[config.mk]
export PLATFORM = sky130hd
export DESIGN_NAME = calc_flat
export DESIGN_NICKNAME = d
export VERILOG_FILES = /design/src/rtl/calc_if.sv /design/src/rtl/calc.sv /design/src/flat_wrapper.sv
export SDC_FILE = /design/constraint.sdc
export NUM_CORES = 1
export LEC_CHECK = 0
export CAP_MARGIN = 20
export CORE_MARGIN = 4
export CORE_UTILIZATION = 52
export CTS_CLUSTER_DIAMETER = 200
export CTS_CLUSTER_SIZE = 25
export DETAILED_ROUTE_END_ITERATION = 8
export MAX_ROUTING_LAYER = met4
export PLACE_DENSITY = 0.88
export RECOVER_POWER = 100
export SYNTH_ARGS = -nofsm -noshare
export SYNTH_HDL_FRONTEND = slang
export SYNTH_SLANG_ARGS = --single-unit
[constraint.sdc]
create_clock -name clk -period 4.4 [get_ports clk]
set_input_delay 0.88 -clock clk [delete_from_list [all_inputs] [get_ports clk]]
set_output_delay 0.88 -clock clk [all_outputs]
set_load 0.01 [all_outputs]
[src/rtl/calc_if.sv]
// Operand, control and result bundle for the calc execute stage.
interface calc_if #(
  parameter int unsigned WIDTH = 16
);
  logic [WIDTH-1:0] x;
  logic [WIDTH-1:0] y;
  logic             zx;
  logic             nx;
  logic             zy;
  logic             ny;
  logic             f;
  logic             no;
  logic [WIDTH-1:0] out;
  logic             zr;
  logic             ng;

  // Driver side: supplies operands and controls, observes results.
  modport master (
    output x, y, zx, nx, zy, ny, f, no,
    input  out, zr, ng
  );

  // ALU side: consumes operands and controls, produces results.
  modport slave (
    input  x, y, zx, nx, zy, ny, f, no,
    output out, zr, ng
  );
endinterface

[src/rtl/calc.sv]
// Registered 16-bit ALU: six-control-bit function on x/y with zero and
// negative flags, one cycle of latency, no stalls.
module calc #(
  parameter int unsigned WIDTH = 16
) (
  input  logic   clk,
  input  logic   rst,
  calc_if.slave  bus
);

  logic [WIDTH-1:0] xa;
  logic [WIDTH-1:0] xb;
  logic [WIDTH-1:0] ya;
  logic [WIDTH-1:0] yb;
  logic [WIDTH-1:0] r;
  logic [WIDTH-1:0] res;

  // Operand conditioning, function select and output inversion.
  // Zeroing is a hard mux so an unknown operand cannot leak through.
  always_comb begin
    xa  = bus.zx ? '0 : bus.x;
    xb  = bus.nx ? ~xa : xa;
    ya  = bus.zy ? '0 : bus.y;
    yb  = bus.ny ? ~ya : ya;
    r   = bus.f ? (xb + yb) : (xb & yb);
    res = bus.no ? ~r : r;
  end

  // Result and flag registers with synchronous reset.
  always_ff @(posedge clk) begin
    if (rst) begin
      bus.out <= '0;
      bus.zr  <= 1'b1;
      bus.ng  <= 1'b0;
    end else begin
      bus.out <= res;
      bus.zr  <= (res == '0);
      bus.ng  <= res[WIDTH-1];
    end
  end

endmodule

[src/flat_wrapper.sv]
// flat-port wrapper written by rule: the top's interface ports become plain ports
module calc_flat 
#(
  parameter int unsigned WIDTH = 16
)
  (clk, rst, bus_x, bus_y, bus_zx, bus_nx, bus_zy, bus_ny, bus_f, bus_no, bus_out, bus_zr, bus_ng);
  calc_if #(.WIDTH(WIDTH)) bus_i ();
  input  logic clk;
  input  logic rst;
  input wire logic [$bits(bus_i.x)-1:0] bus_x;
  input wire logic [$bits(bus_i.y)-1:0] bus_y;
  input wire logic [$bits(bus_i.zx)-1:0] bus_zx;
  input wire logic [$bits(bus_i.nx)-1:0] bus_nx;
  input wire logic [$bits(bus_i.zy)-1:0] bus_zy;
  input wire logic [$bits(bus_i.ny)-1:0] bus_ny;
  input wire logic [$bits(bus_i.f)-1:0] bus_f;
  input wire logic [$bits(bus_i.no)-1:0] bus_no;
  output wire logic [$bits(bus_i.out)-1:0] bus_out;
  output wire logic [$bits(bus_i.zr)-1:0] bus_zr;
  output wire logic [$bits(bus_i.ng)-1:0] bus_ng;
  assign bus_i.x = bus_x;
  assign bus_i.y = bus_y;
  assign bus_i.zx = bus_zx;
  assign bus_i.nx = bus_nx;
  assign bus_i.zy = bus_zy;
  assign bus_i.ny = bus_ny;
  assign bus_i.f = bus_f;
  assign bus_i.no = bus_no;
  assign bus_out = bus_i.out;
  assign bus_zr = bus_i.zr;
  assign bus_ng = bus_i.ng;
  calc #(.WIDTH(WIDTH)) u_core (.clk(clk), .rst(rst), .bus(bus_i));
endmodule
==> results of run 1 <==
[layer usage]
metal / wire length [microns] / share of wire (%)
met2: 2700 / 45
met3: 464 / 7.7
met5: 0 / 0
met1: 2770 / 46
met4: 74 / 1.2
[worst max-delay path by stage]
stage                                     to  slack, ps  depth (start not counted)
floorplan           u_core.bus.zr$_SDFF_PP1_        350                         10
finish              u_core.bus.zr$_SDFF_PP1_        190                         10
detailed placement  u_core.bus.zr$_SDFF_PP1_         70                         11
global placement    u_core.bus.zr$_SDFF_PP1_        160                         13
CTS                 u_core.bus.zr$_SDFF_PP1_        300                         11
global route        u_core.bus.zr$_SDFF_PP1_         60                         11
[layout by cell type (no fill, tap or decap), types with 4 or more instances in the layout]
cell,instances
nand4_1,7
inv_1,11
buf_4,9
clkdlybuf4s50_1,38
o21ai_0,16
nor4_1,4
nor2_1,27
nand2_1,10
nand3_1,9
and3_1,4
or3_1,4
ha_1,16
dfxtp_1,17
a31oi_1,6
nand2b_1,35
xnor2_1,42
nor2b_1,6
a211oi_1,8
o311ai_0,4
a21o_1,4
a21oi_1,12
dlygate4sd3_1,19
o21a_1,4
nor3_1,14
[per-stage QoR]
stage                     cell area (sq um)  setup slack, ps  utilization [%]
after floorplan                        2540              354                -
after global placement                 3150              162             66.6
after detailed placement               3150             65.7             66.6
after CTS                              3190              304             67.6
after global routing                   3190             61.0             67.6
final                                  3190              191             67.6
[cells in the mapped netlist, drive strengths merged, types with 3 or more instances]
| master | count |
|---|---|
| a311oi | 3 |
| o21ai | 17 |
| buf | 11 |
| and2 | 3 |
| dfxtp | 17 |
| and3 | 4 |
| a31oi | 6 |
| clkbuf | 15 |
| nand2b | 35 |
| a21oi | 13 |
| a21o | 4 |
| nand2 | 10 |
| o21a | 4 |
| nand3 | 9 |
| a211oi | 8 |
| o311ai | 4 |
| or3 | 4 |
| nor2 | 28 |
| xnor2 | 43 |
| inv | 11 |
| nor2b | 6 |
| nor3 | 14 |
| nand4 | 7 |
| mux2i | 3 |
| ha | 16 |
| nor4 | 4 |
[layout make-up]
type                    instances  area [sq um]  area share (%)
inverters                      11          41.3            1.29
well taps                      67          83.8            2.63
multi-input cells             288          2040            64.0
repair buffers                 66           638            20.0
clock buffers                   4          45.0            1.41
flip-flops and latches         17           340            10.7
[power groups by stage]
| stage | clock network, mW | logic [mW] | registers [mW] |
|---|---|---|---|
| 2_1_floorplan | 0 | 0.396 | 0.203 |
| 3_3_place_gp | 0 | 0.568 | 0.188 |
| 3_5_place_dp | 0 | 0.582 | 0.188 |
| 5_1_grt | 0.116 | 0.637 | 0.187 |
| 6_report | 0.106 | 0.584 | 0.183 |
| 4_1_cts | 0.108 | 0.584 | 0.185 |
[critical path: stages]
cell	delay, ps
dlygate4sd3_1	870
xnor2_1	150
ha_1	480
a2111oi_0	150
or4b_4	540
o21ai_0	320
a211oi_1	130
nor4_1	450
nand4_1	170
o41ai_2	220
[state kept, by name, indices dropped and copies added, names as in the netlist]
name,flops
u_core.bus.zr,1
u_core.bus.out,15
u_core.bus.ng,1
[cell families after synthesis]
group           Yosys count  share of synthesized area (%)
simple gates            136                           30.1
compound gates           88                           25.0
xor+xnor                 44                           15.4
buf+inv                  37                           6.29
fa+ha+maj                17                           8.65
flops                    17                           13.4
mux                       3                           1.18
==> flow_metrics.py, run 1 <==
metrics = {
    "sta": {
        "fin_crit_sh_pct": 95.7,
        "whs_ps": 1520,
        "slew_headroom_pct": 57.0,
        "setup_viol": 0,
        "rsz0062_at_grt": "no",
        "worst_pin_slew_ps": 643,
        "slew_violations": 0,
        "fin_crit_ps": 4210,
        "max_freq_mhz": 238,
        "fin_setup_tns_ps": 0,
        "finalHoldViolCount": 0,
    },
    "final_layout": {
        "area_growth_pct": 25.5,
        "final_layout_size_suffix_gt1_share_pct": 4.92,
        "antennaDiodeCount": 0,
        "nets": 444,
        "fin_cells": 453,
        "n_fill_cell": 398,
    },
    "global_routing": {
        "grt_start_max_net_pins": 23,
        "grt_pass1_vias": 2246,
        "grt.busiest_layer": "met2",
        "grt_use_met3_pct": 1.28,
        "grt_overflow": 0,
        "grt_util_met2_pct": 32.1,
        "gr-usage-met1_pct": 26.2,
        "grtUsageTotal_pct": 19.5,
        "antenna_found_initial": 0,
        "grt_pass1_wl_microns": 9930,
    },
    "floorplan": {
        "initial_core_util_pct": 53.9,
        "die_h_microns": 78.0,
        "row_count": 25,
        "die_area_sq_mm": 0.00608,
        "die_w_microns": 78.0,
        "io_pins": 58,
        "core_area_sq_mm": 0.00472,
    },
    "critical_path": {
        "crit_path_start_kind": "primary input",
        "cp.arrival_ps": 4350,
        "crit_start": "bus_ny",
        "crit_path_end_kind": "flop",
        "required_ps": 4540,
        "critical_path_class": "in2reg",
        "cp_max_fo": 10,
    },
    "synth": {
        "yosys_warnings": 0,
        "synth_top_area_share_pct": 14.5,
        "synth_top_area_cell": "xnor2_1",
        "yosys-top-cells-area": "xnor2_1 14%, dfxtp_1 13%, nand2b_1 8.6%, ha_1 7.9%, nor2_1 4.0%",
        "avgSynthCellArea_sq_um": 7.44,
        "synthesis.area_sq_mm": 0.00254,
        "synth_edf_count": 0,
        "postSynth.asyncResetShare_pct": 0,
        "syn_nets": 399,
        "syn_inst": 342,
        "ys_seq_area_share_pct": 13.4,
        "synth_cell_types": 66,
        "synth-seq-cells": 17,
        "synth_flop_cell": "dfxtp_1",
    },
    "power_and_ir_drop": {
        "irDropWorstVdd_mv": 0.113,
        "p_per_area_mw_per_mm2": 274,
        "p_leak_nw": 1.24,
        "clkPwrFrac_pct": 12.2,
        "power_frac_comb_pct": 66.8,
        "switchingPower_mw": 0.360,
        "internal_power_mw": 0.513,
        "fin_total_pwr_mw": 0.873,
        "power.share.switching_pct": 41.3,
        "seq_power_share_pct": 21.0,
    },
    "clocking": {
        "cts_hold_buf": 0,
        "post_cts_resized": 0,
        "cts_sinks": 17,
        "htreeDepth": 1,
        "cts_buffers": 3,
        "post_cts_buffers": 0,
        "tritoncts": "done",
        "clock-root-buffer": "clkbuf_8",
        "path_clk_slew_ps": 60,
        "max-clock-path-buffers": 2,
    },
    "worst_hold_path": {
        "hold_path_depth": 2,
        "hold_path_end": "u_core.bus.out[3]$_SDFF_PP0_",
        "hold_class": "in2reg",
        "worstHoldStart": "rst",
    },
    "placed_design": {
        "gp_congestion": 0.953,
        "placed_cells": 449,
        "port_buffers": 57,
        "hpwl_microns": 4880,
    },
    "routing": {
        "ant_nets": 0,
        "wl_per_cell_microns": 13.3,
        "firstDrtPassIters": 5,
        "viasPerCell": 5.84,
        "initialDrtViolationCount": 167,
        "wl_microns": 6010,
        "drc": 0,
        "vias": 2647,
    },
    "status": {
        "status": "complete, no violations",
    },
    "run": {
        "cap_violations": 0,
    },
}
(Power assumes the default switching activity.)
==> run 2: changes to the inputs <==
PLACE_DENSITY = 0.78   (was 0.88)
==> flow_metrics.py, run 2 (synthesized netlist as in run 1, its figures left out) <==
metrics = {
    "final_layout": {
        "final_cell_mix": "42 x xnor2_1, 38 x clkdlybuf4s50_1, 35 x nand2b_1",
        "design_area_sq_mm": 0.00323,
        "final_layout_size_suffix_gt1_share_pct": 6.14,
        "area_growth_pct": 26.9,
        "n_fill_cell": 420,
        "largest_reg_flops": 15,
        "nets": 449,
        "regMostFlops": "u_core.bus.out",
        "top_regs": "u_core.bus.out (15), u_core.bus.ng (1), u_core.bus.zr (1)",
        "final_common_cell": "xnor2_1",
        "antennaDiodeCount": 0,
    },
    "status": {
        "status": "complete, no violations",
    },
    "clocking": {
        "cts_buffers": 3,
        "tritoncts": "done",
        "post_cts_buffers": 0,
        "cts_sinks": 17,
        "cts_hold_buf": 0,
        "path_clk_slew_ps": 60,
        "htreeDepth": 1,
        "clock-root-buffer": "clkbuf_8",
        "max-clock-path-buffers": 2,
    },
    "routing": {
        "drc": 0,
        "wl_microns": 6190,
        "wl_per_cell_microns": 13.5,
        "viasPerCell": 5.72,
        "initialDrtViolationCount": 118,
        "vias": 2621,
        "ant_nets": 0,
        "firstDrtPassIters": 4,
    },
    "global_routing": {
        "gr-usage-met1_pct": 28.3,
        "grt_pass1_wl_microns": 10600,
        "grtUsageTotal_pct": 21.0,
        "antenna_found_initial": 0,
        "grt_pass1_vias": 2362,
        "grt_start_max_net_pins": 42,
        "grt_use_met3_pct": 2.20,
        "grt_overflow": 0,
        "grt_util_met2_pct": 33.6,
        "grt.busiest_layer": "met2",
    },
    "floorplan": {
        "die_area_sq_mm": 0.00608,
        "die_h_microns": 78.0,
        "row_count": 25,
        "core_area_sq_mm": 0.00472,
        "io_pins": 58,
        "die_w_microns": 78.0,
        "initial_core_util_pct": 53.9,
    },
    "placed_design": {
        "placed_area_sq_mm": 0.00319,
        "gp_congestion": 0.967,
        "hpwl_microns": 5060,
        "port_buffers": 57,
    },
    "sta": {
        "fin_crit_ps": 4110,
        "setup_viol": 0,
        "fin_crit_sh_pct": 93.5,
        "fin_setup_tns_ps": 0,
        "max_freq_mhz": 243,
        "slew_violations": 0,
        "rsz0062_at_grt": "no",
        "finalHoldViolCount": 0,
        "slew_headroom_pct": 46.1,
        "worst_pin_slew_ps": 789,
    },
    "critical_path": {
        "critPathMostFrequentCell": "xnor2_1",
        "required_ps": 4550,
        "slowest_stage": "a2111oi_0",
        "cp_slowest_stage_delay_ps": 720,
        "crit_path_end_kind": "flop",
        "crit_path_start_kind": "primary input",
        "cp_max_fo": 16,
        "path_cells": "dlygate4sd3_1 > buf_4 > xnor2_1 > ha_1 > a211o_1 > a2111oi_0 > or4_1 > nand3_1 > xnor2_1 > o21ai_0 > o41ai_2",
        "cp.arrival_ps": 4260,
        "critical_path_class": "in2reg",
    },
    "power_and_ir_drop": {
        "irDropWorstVdd_mv": 0.122,
        "p_per_area_mw_per_mm2": 274,
        "p_leak_nw": 1.26,
    },
    "run": {
        "cap_violations": 0,
    },
    "worst_hold_path": {
        "hold_class": "in2reg",
    },
}
==> run 2: changes by cell type in the layout (fill, tap and decap cells not counted), sizes merged <==
cell	change
buf	+3
clkbuf	+2
==> run 2: final timing paths <==
kind | depth (start not counted) | slack, ps | start | endpoint
setup / recovery | 11 | 290 | bus_ny | u_core.bus.zr$_SDFF_PP1_
hold / removal | 5 | 1500 | bus_no | u_core.bus.out[6]$_SDFF_PP0_
==> run 2: critical path: cells and delay by family <==
family,cells,cell delay [ps]
AOI/OAI and AO/OA,4,1490
xor gates and xnor gates,2,520
adders and majority gates,1,310
and+or+nand+nor,2,310
buffers and inverters,2,750
==> run 2: report_power, final <==
part	leakage (nW)	internal, mW	total, mW	switching (mW)
clock	0.0228	0.0641	0.110	0.0461
combinational	1.09	0.276	0.592	0.316
sequential	0.142	0.179	0.183	0.00417
==> run 2: area by class of cell <==
cell class                 count  area [sq um]  share of cell area (%)
multi-input combinational    288          2050                    63.4
clock buffer                   4          45.0                    1.39
sequential                    17           340                    10.5
tap                           67          83.8                    2.60
timing repair buffer          71           672                    20.8
inverter                      11          41.3                    1.28
==> run 2: stage by stage <==
stage | instances | utilization [%] | power (mW) | hold slack (ps) | setup WS [ps]
finish | 458 | 68.4 | 0.886 | 1500 | 287
global placement | 454 | 67.4 | 0.768 | 1620 | 258
floorplan | 342 | - | 0.599 | 1150 | 354
detailed placement | 454 | 67.4 | 0.783 | 1620 | 83.7
CTS | 458 | 68.4 | 0.893 | 1510 | 335
global route | 458 | 68.4 | 0.962 | 1560 | 14.9
==> run 2: repair_timing <==
item                       4_1_cts  5_1_grt
gates resized for setup          0        1
setup endpoints to repair        0        1
hold endpoints to repair         0        0
==> run 2: routing by layer <==
metal / up-vias / wire [microns]
met2: 96 / 2810
met3: 8 / 378
met4: 0 / 85
met1: 1175 / 2920
li1: 1342 / -
met5: - / 0
